**config.mk**
```make
export PLATFORM = sky130hd
export DESIGN_NAME = sseg_scan_ctrl
export DESIGN_NICKNAME = d
export VERILOG_FILES = /design/src/rtl/sseg_scan_ctrl.sv
export SDC_FILE = /design/constraint.sdc
export NUM_CORES = 1
export LEC_CHECK = 0
export BUFFER_PORTS_ARGS = -buffer_cell sky130_fd_sc_hd__buf_4
export CORE_MARGIN = 2
export CORE_UTILIZATION = 30
export CTS_CLUSTER_DIAMETER = 100
export DETAILED_ROUTE_END_ITERATION = 6
export PLACE_DENSITY_LB_ADDON = 0.3
export SKIP_LAST_GASP = 1
export SLEW_MARGIN = 20
export SYNTH_ARGS = -nofsm -noshare
export SYNTH_HDL_FRONTEND = slang
export SYNTH_SLANG_ARGS = --single-unit
```
**constraint.sdc**
```tcl
create_clock -name clk -period 2.8 [get_ports clk]
set_input_delay 0 -clock clk [delete_from_list [all_inputs] [get_ports clk]]
set_output_delay 0 -clock clk [all_outputs]
set_load 0.02 [all_outputs]
```
**src/rtl/sseg_scan_ctrl.sv**
```systemverilog
// Eight-digit multiplexed seven-segment scan controller with a double-buffered digit store,
// frame-aligned atomic commit, per-digit blanking and PWM brightness. Optional blink: SSEG_BLINK_EN.
module sseg_scan_ctrl #(
  parameter int DIGITS       = 8,
  parameter int PRESCALE     = 12500,
  parameter int BRIGHT_W     = 4
`ifdef SSEG_BLINK_EN
  ,
  parameter int BLINK_FRAMES = 250
`endif
) (
  input  logic                        clk,
  input  logic                        rst,
  input  logic                        wr_valid,
  output logic                        wr_ready,
  input  logic [$clog2(DIGITS)-1:0]   wr_idx,
  input  logic [7:0]                  wr_data,
  input  logic                        commit,
  output logic                        commit_done,
  input  logic [DIGITS-1:0]           blank_mask,
`ifdef SSEG_BLINK_EN
  input  logic [DIGITS-1:0]           blink_mask,
`endif
  input  logic [BRIGHT_W-1:0]         bright,
  output logic [DIGITS-1:0]           an,
  output logic [7:0]                  sseg,
  output logic                        frame_start
);

  localparam int IDX_W  = $clog2(DIGITS);
  localparam int SLOT_W = $clog2(PRESCALE);
  localparam logic [SLOT_W-1:0] SLOT_LAST = SLOT_W'(PRESCALE - 1);
  localparam logic [IDX_W-1:0]  IDX_LAST  = IDX_W'(DIGITS - 1);

  typedef enum logic {
    IDLE,
    PENDING
  } commit_state_t;

  logic [SLOT_W-1:0]   slot_cnt;
  logic [IDX_W-1:0]    idx;
  logic [BRIGHT_W-1:0] pwm_cnt;
  logic                slot_last;
  logic                frame_wrap;

  logic [7:0]          shadow [DIGITS];
  logic [7:0]          active [DIGITS];

  commit_state_t       state, state_nxt;
  logic                wr_fire;
  logic                wr_idx_ok;
  logic                do_copy;

  logic [DIGITS-1:0]   dark_mask;
  logic                pwm_on;
  logic                lit;
  logic [DIGITS-1:0]   an_nxt;
  logic [7:0]          sseg_nxt;

  assign slot_last  = (slot_cnt == SLOT_LAST);
  assign frame_wrap = slot_last && (idx == IDX_LAST);

  // Scan timing: slot prescaler, digit index and free-running PWM counter.
  always_ff @(posedge clk) begin
    // NOTE: every sequential block uses non-blocking assignments so all registers update together.
    if (rst) begin
      slot_cnt <= '0;
      idx      <= '0;
      pwm_cnt  <= '0;
    end else begin
      pwm_cnt <= pwm_cnt + 1'b1;
      if (slot_last) begin
        slot_cnt <= '0;
        idx      <= (idx == IDX_LAST) ? '0 : idx + 1'b1;
      end else begin
        slot_cnt <= slot_cnt + 1'b1;
      end
    end
  end

  assign wr_ready  = (state == IDLE);
  assign wr_fire   = wr_valid && wr_ready;
  assign wr_idx_ok = (int'(wr_idx) < DIGITS);
  assign do_copy   = (state == PENDING) && frame_wrap;

  always_ff @(posedge clk) begin
    if (state_nxt == IDLE || state_nxt == PENDING) begin
      if (rst) state <= IDLE;
      else     state <= state_nxt;
    end
  end

  always_comb begin
    // NOTE: default first so no path through the block leaves state_nxt unassigned (no latch).
    state_nxt = state;
    unique case (state)
      IDLE:    if (commit)     state_nxt = PENDING;
      PENDING: if (frame_wrap) state_nxt = IDLE;
      default:                 state_nxt = IDLE;
    endcase
  end

  always_ff @(posedge clk) begin
    if (rst) begin
      // NOTE: both buffers are reset so the display comes up blank rather than showing garbage.
      for (int i = 0; i < DIGITS; i++) begin
        shadow[i] <= 8'hFF;
        active[i] <= 8'hFF;
      end
    end else begin
      if (wr_fire && wr_idx_ok) shadow[wr_idx] <= wr_data;
      if (do_copy) begin
        for (int i = 0; i < DIGITS; i++) active[i] <= shadow[i];
      end
    end
  end

`ifdef SSEG_BLINK_EN
  localparam int BF_W = (BLINK_FRAMES > 1) ? $clog2(BLINK_FRAMES) : 1;
  localparam logic [BF_W-1:0] BF_LAST = BF_W'(BLINK_FRAMES - 1);

  logic [BF_W-1:0] blink_cnt;
  logic            blink_phase;

  // Phase flips after every BLINK_FRAMES frame boundaries; phase 1 darkens blink_mask digits.
  always_ff @(posedge clk) begin
    if (rst) begin
      blink_cnt   <= '0;
      blink_phase <= 1'b0;
    end else if (frame_wrap) begin
      if (blink_cnt == BF_LAST) begin
        blink_cnt   <= '0;
        blink_phase <= ~blink_phase;
      end else begin
        blink_cnt <= blink_cnt + 1'b1;
      end
    end
  end

  assign dark_mask = blank_mask | (blink_phase ? blink_mask : '0);
`else
  assign dark_mask = blank_mask;
`endif

  assign pwm_on = (pwm_cnt <= bright);
  assign lit    = pwm_on && !dark_mask[idx];

  always_comb begin
    an_nxt   = '1;
    sseg_nxt = 8'hFF;
    if (lit) begin
      an_nxt[idx] = 1'b0;
      sseg_nxt    = active[idx];
    end
  end

  always_ff @(posedge clk) begin
    if (rst) begin
      an          <= '1;
      sseg        <= 8'hFF;
      frame_start <= 1'b0;
      commit_done <= 1'b0;
    end else begin
      an          <= an_nxt;
      sseg        <= sseg_nxt;
      frame_start <= frame_wrap;
      commit_done <= do_copy;
    end
  end

endmodule
```
==> out/summary.txt <==
status: complete, no violations
worst setup margin: 0.750 ns
Reg2Reg Depth: 6
Yosys top cell area share: 54.6%
CTS tree: built
Final Setup Violations: 0
synth unique cells: 54
number of synthesized flops with an enable pin: 128
drc violations: 0
power after layout: 5.19 mW
vias: 3999
kind of critical path: reg2reg
Ant. Diodes: 0
syn nets: 550
TNS Setup: 0 ns
fin util: 36.0%
TritonCTS Buffers: 17
Cells after Synth: 515
Avg Cell Area, Syn: 13.7 um^2
fin area: 8390 um^2
H-tree depth: 4
Worst Path Required: 2.88 ns
clk_lat worst skew: 0.42 ns
Overall Global Routing Usage: 12.1%
pin count of the biggest net entering global routing: 65
# rows: 56
fin nets: 606
internal power: 4.05 mW
FMAX: 488 MHz
VDD IR max: 0.416 mV
worst-margin pin slew: 0.641 ns
total core area: 23300 um^2
PortBufs: 45
Routed WL: 14300 um
Async S/R FF share, synth: 0%
maximum buffer depth of the clock tree: 2
final count of hold timing violations: 0
root buf cell: clkbuf_16
worst endpoint data arrival time: 2.14 ns
synthesis warning total: 0
Worst Setup Start Kind: register
global-route wire length before repair: 22600 um
number of global-route vias before repair: 4001
FF-to-FF Start: slot_cnt[0]
most frequent cell after synthesis: edfxtp_1
Routed Antenna Nets: 0
Final GP Congestion: 0.811
max-cap violations: 0
synthesis-to-layout area growth: 19.0%
unrepaired setup endpoints after global routing: no
die height: 157 um
initial antenna violation count: 0
Clock Skews: 0.0115 ns
RR Endpoint: active[1][3]
Sw Pwr: 1.14 mW
Yosys reg bits: 168
Slew HR: 57.2%
Vias/cell: 4.43
CTS sink count: 168
PD cells: 619 nW/um^2
synth top area cells: edfxtp_1, dfxtp_1, nand2b_1, or2_2, mux4_2
total gr overflow: 0
wire length per cell: 15.8 um
slowest stage cell, crit path: dfxtp_1
maximum fanout along the worst path: 64
CP max stage delay: 0.38 ns
clock power share: 43.3%
Hold Slack: 0.0202 ns
crit-path cells: ha_1 > and4b_1 > nand4_4 > inv_1 > a31o_2 > buf_12
Sw Share: 22.0%
detailed placement HPWL: 10200 um
Cell Area, Synth: 7050 um^2
ratio of cells with drive above 1 in the final layout: 28.4%
critical path capture point: active[1][3]
Cells after DPL: 862
first-pass detailed-route iteration total: 4
Pleak: 2.53 nW
Crit. End Element: register
Clock Pin Slew Worst Setup and Hold Paths: 0.07 ns
final period utilization: 73.2%
width of the die: 157 um
Initial Util: 30.3%
most frequent cells after synthesis: edfxtp_1, nand2b_1, or2_2
Primary FF master, synth: edfxtp_1
Hold Crit Class: in2reg
Setup crit start: slot_cnt[0]
Final min period: 2.05 ns
fin cells: 903
die area: 24700 um^2
Seq/Total Area, Yosys: 65.9%
dpl ws: 0.740 ns
Logic pwr share: 4.0%
I/O Pins: 46
Seq pwr share: 52.8%
final slew viol count: 0
r2r setup slk: 0.75 ns
Iter 0 DRT Violations: 300
largest area contributor in the netlist: edfxtp_1
DP Area: 7730 um^2
-- flip-flops by register name, summed over array words and instances (netlist names) --
name / cells
commit_done: 1
an: 8
frame_start: 1
slot_cnt: 14
active: 64
state: 1
pwm_cnt: 4
idx: 3
shadow: 64
sseg: 8
-- worst min-delay path by stage --
stage,from,to,depth (start not counted)
final,rst,pwm_cnt[0],2
after detailed placement,commit,state,3
after global placement,commit,state,3
after global routing,rst,pwm_cnt[2],2
after floorplan,commit,state,2
after CTS,rst,pwm_cnt[0],2
-- per-layer routing --
layer  GRT usage (%)  up-vias  wire (um)
met3            2.42       17        697
li1                -     1956          -
met4            4.42        0        186
met5               0        -          0
met2            18.3       95       6390
met1            17.3     1931       7040
-- what timing repair did --
action / in CTS / in global routing
hold buffers: 9 / 0
setup buffers: 0 / 0
gates resized for setup: 0 / 0
hold endpoints to repair: 65 / 0
-- worst max-delay path: cells and delay by family (launching register included) --
| kind | cells | cell delay (ns) |
|---|---|---|
| simple gates | 2 | 0.45 |
| buf+inv | 2 | 0.42 |
| flops | 1 | 0.38 |
| fa+ha+maj | 1 | 0.24 |
| compound gates | 1 | 0.19 |
-- cells in the final DEF (no fill, tap or decap), drive strengths merged, types with 2 or more instances in the layout --
cell,n
nor2b,4
clkinv,4
a21oi,6
nor4b,2
nor2,29
mux2,3
dlygate4sd3,9
nand3b,3
nand4,15
inv,19
xor2,11
o211ai,2
or2,66
nand2,14
mux4,9
o21ai,4
a22o,2
and4,3
and3,2
nor3,4
clkbuf,17
ha,8
nor4,2
nand2b,73
nand3,14
a221o,2
xnor2,2
edfxtp,128
dfxtp,40
mux2i,16
buf,51
and2,3
-- cells by family after synthesis --
group | Yosys count | share of synthesized area (%)
compound gates | 25 | 2.50
xor+xnor | 13 | 1.62
fa+ha+maj | 8 | 1.42
buf+inv | 32 | 2.20
flops | 168 | 65.9
mux | 28 | 5.63
simple gates | 241 | 20.7
-- power by group through the flow --
| stage | registers [mW] | logic [mW] | clock network [mW] |
|---|---|---|---|
| after global placement | 2.79 | 0.195 | 0 |
| after global routing | 2.74 | 0.229 | 2.39 |
| after detailed placement | 2.79 | 0.201 | 0 |
| after floorplan | 2.79 | 0.105 | 0 |
| after CTS | 2.74 | 0.212 | 2.29 |
| final | 2.74 | 0.207 | 2.25 |
-- layout make-up --
type,instances,area (um^2)
fillers,2280,14900
flip-flops and latches,168,4640
multi-input cells,315,2250
repair buffers,60,498
clock buffers,17,425
well taps,319,399
clock inverters,15,139
inverters,9,33.8
Power figures use the tool's default switching activity.
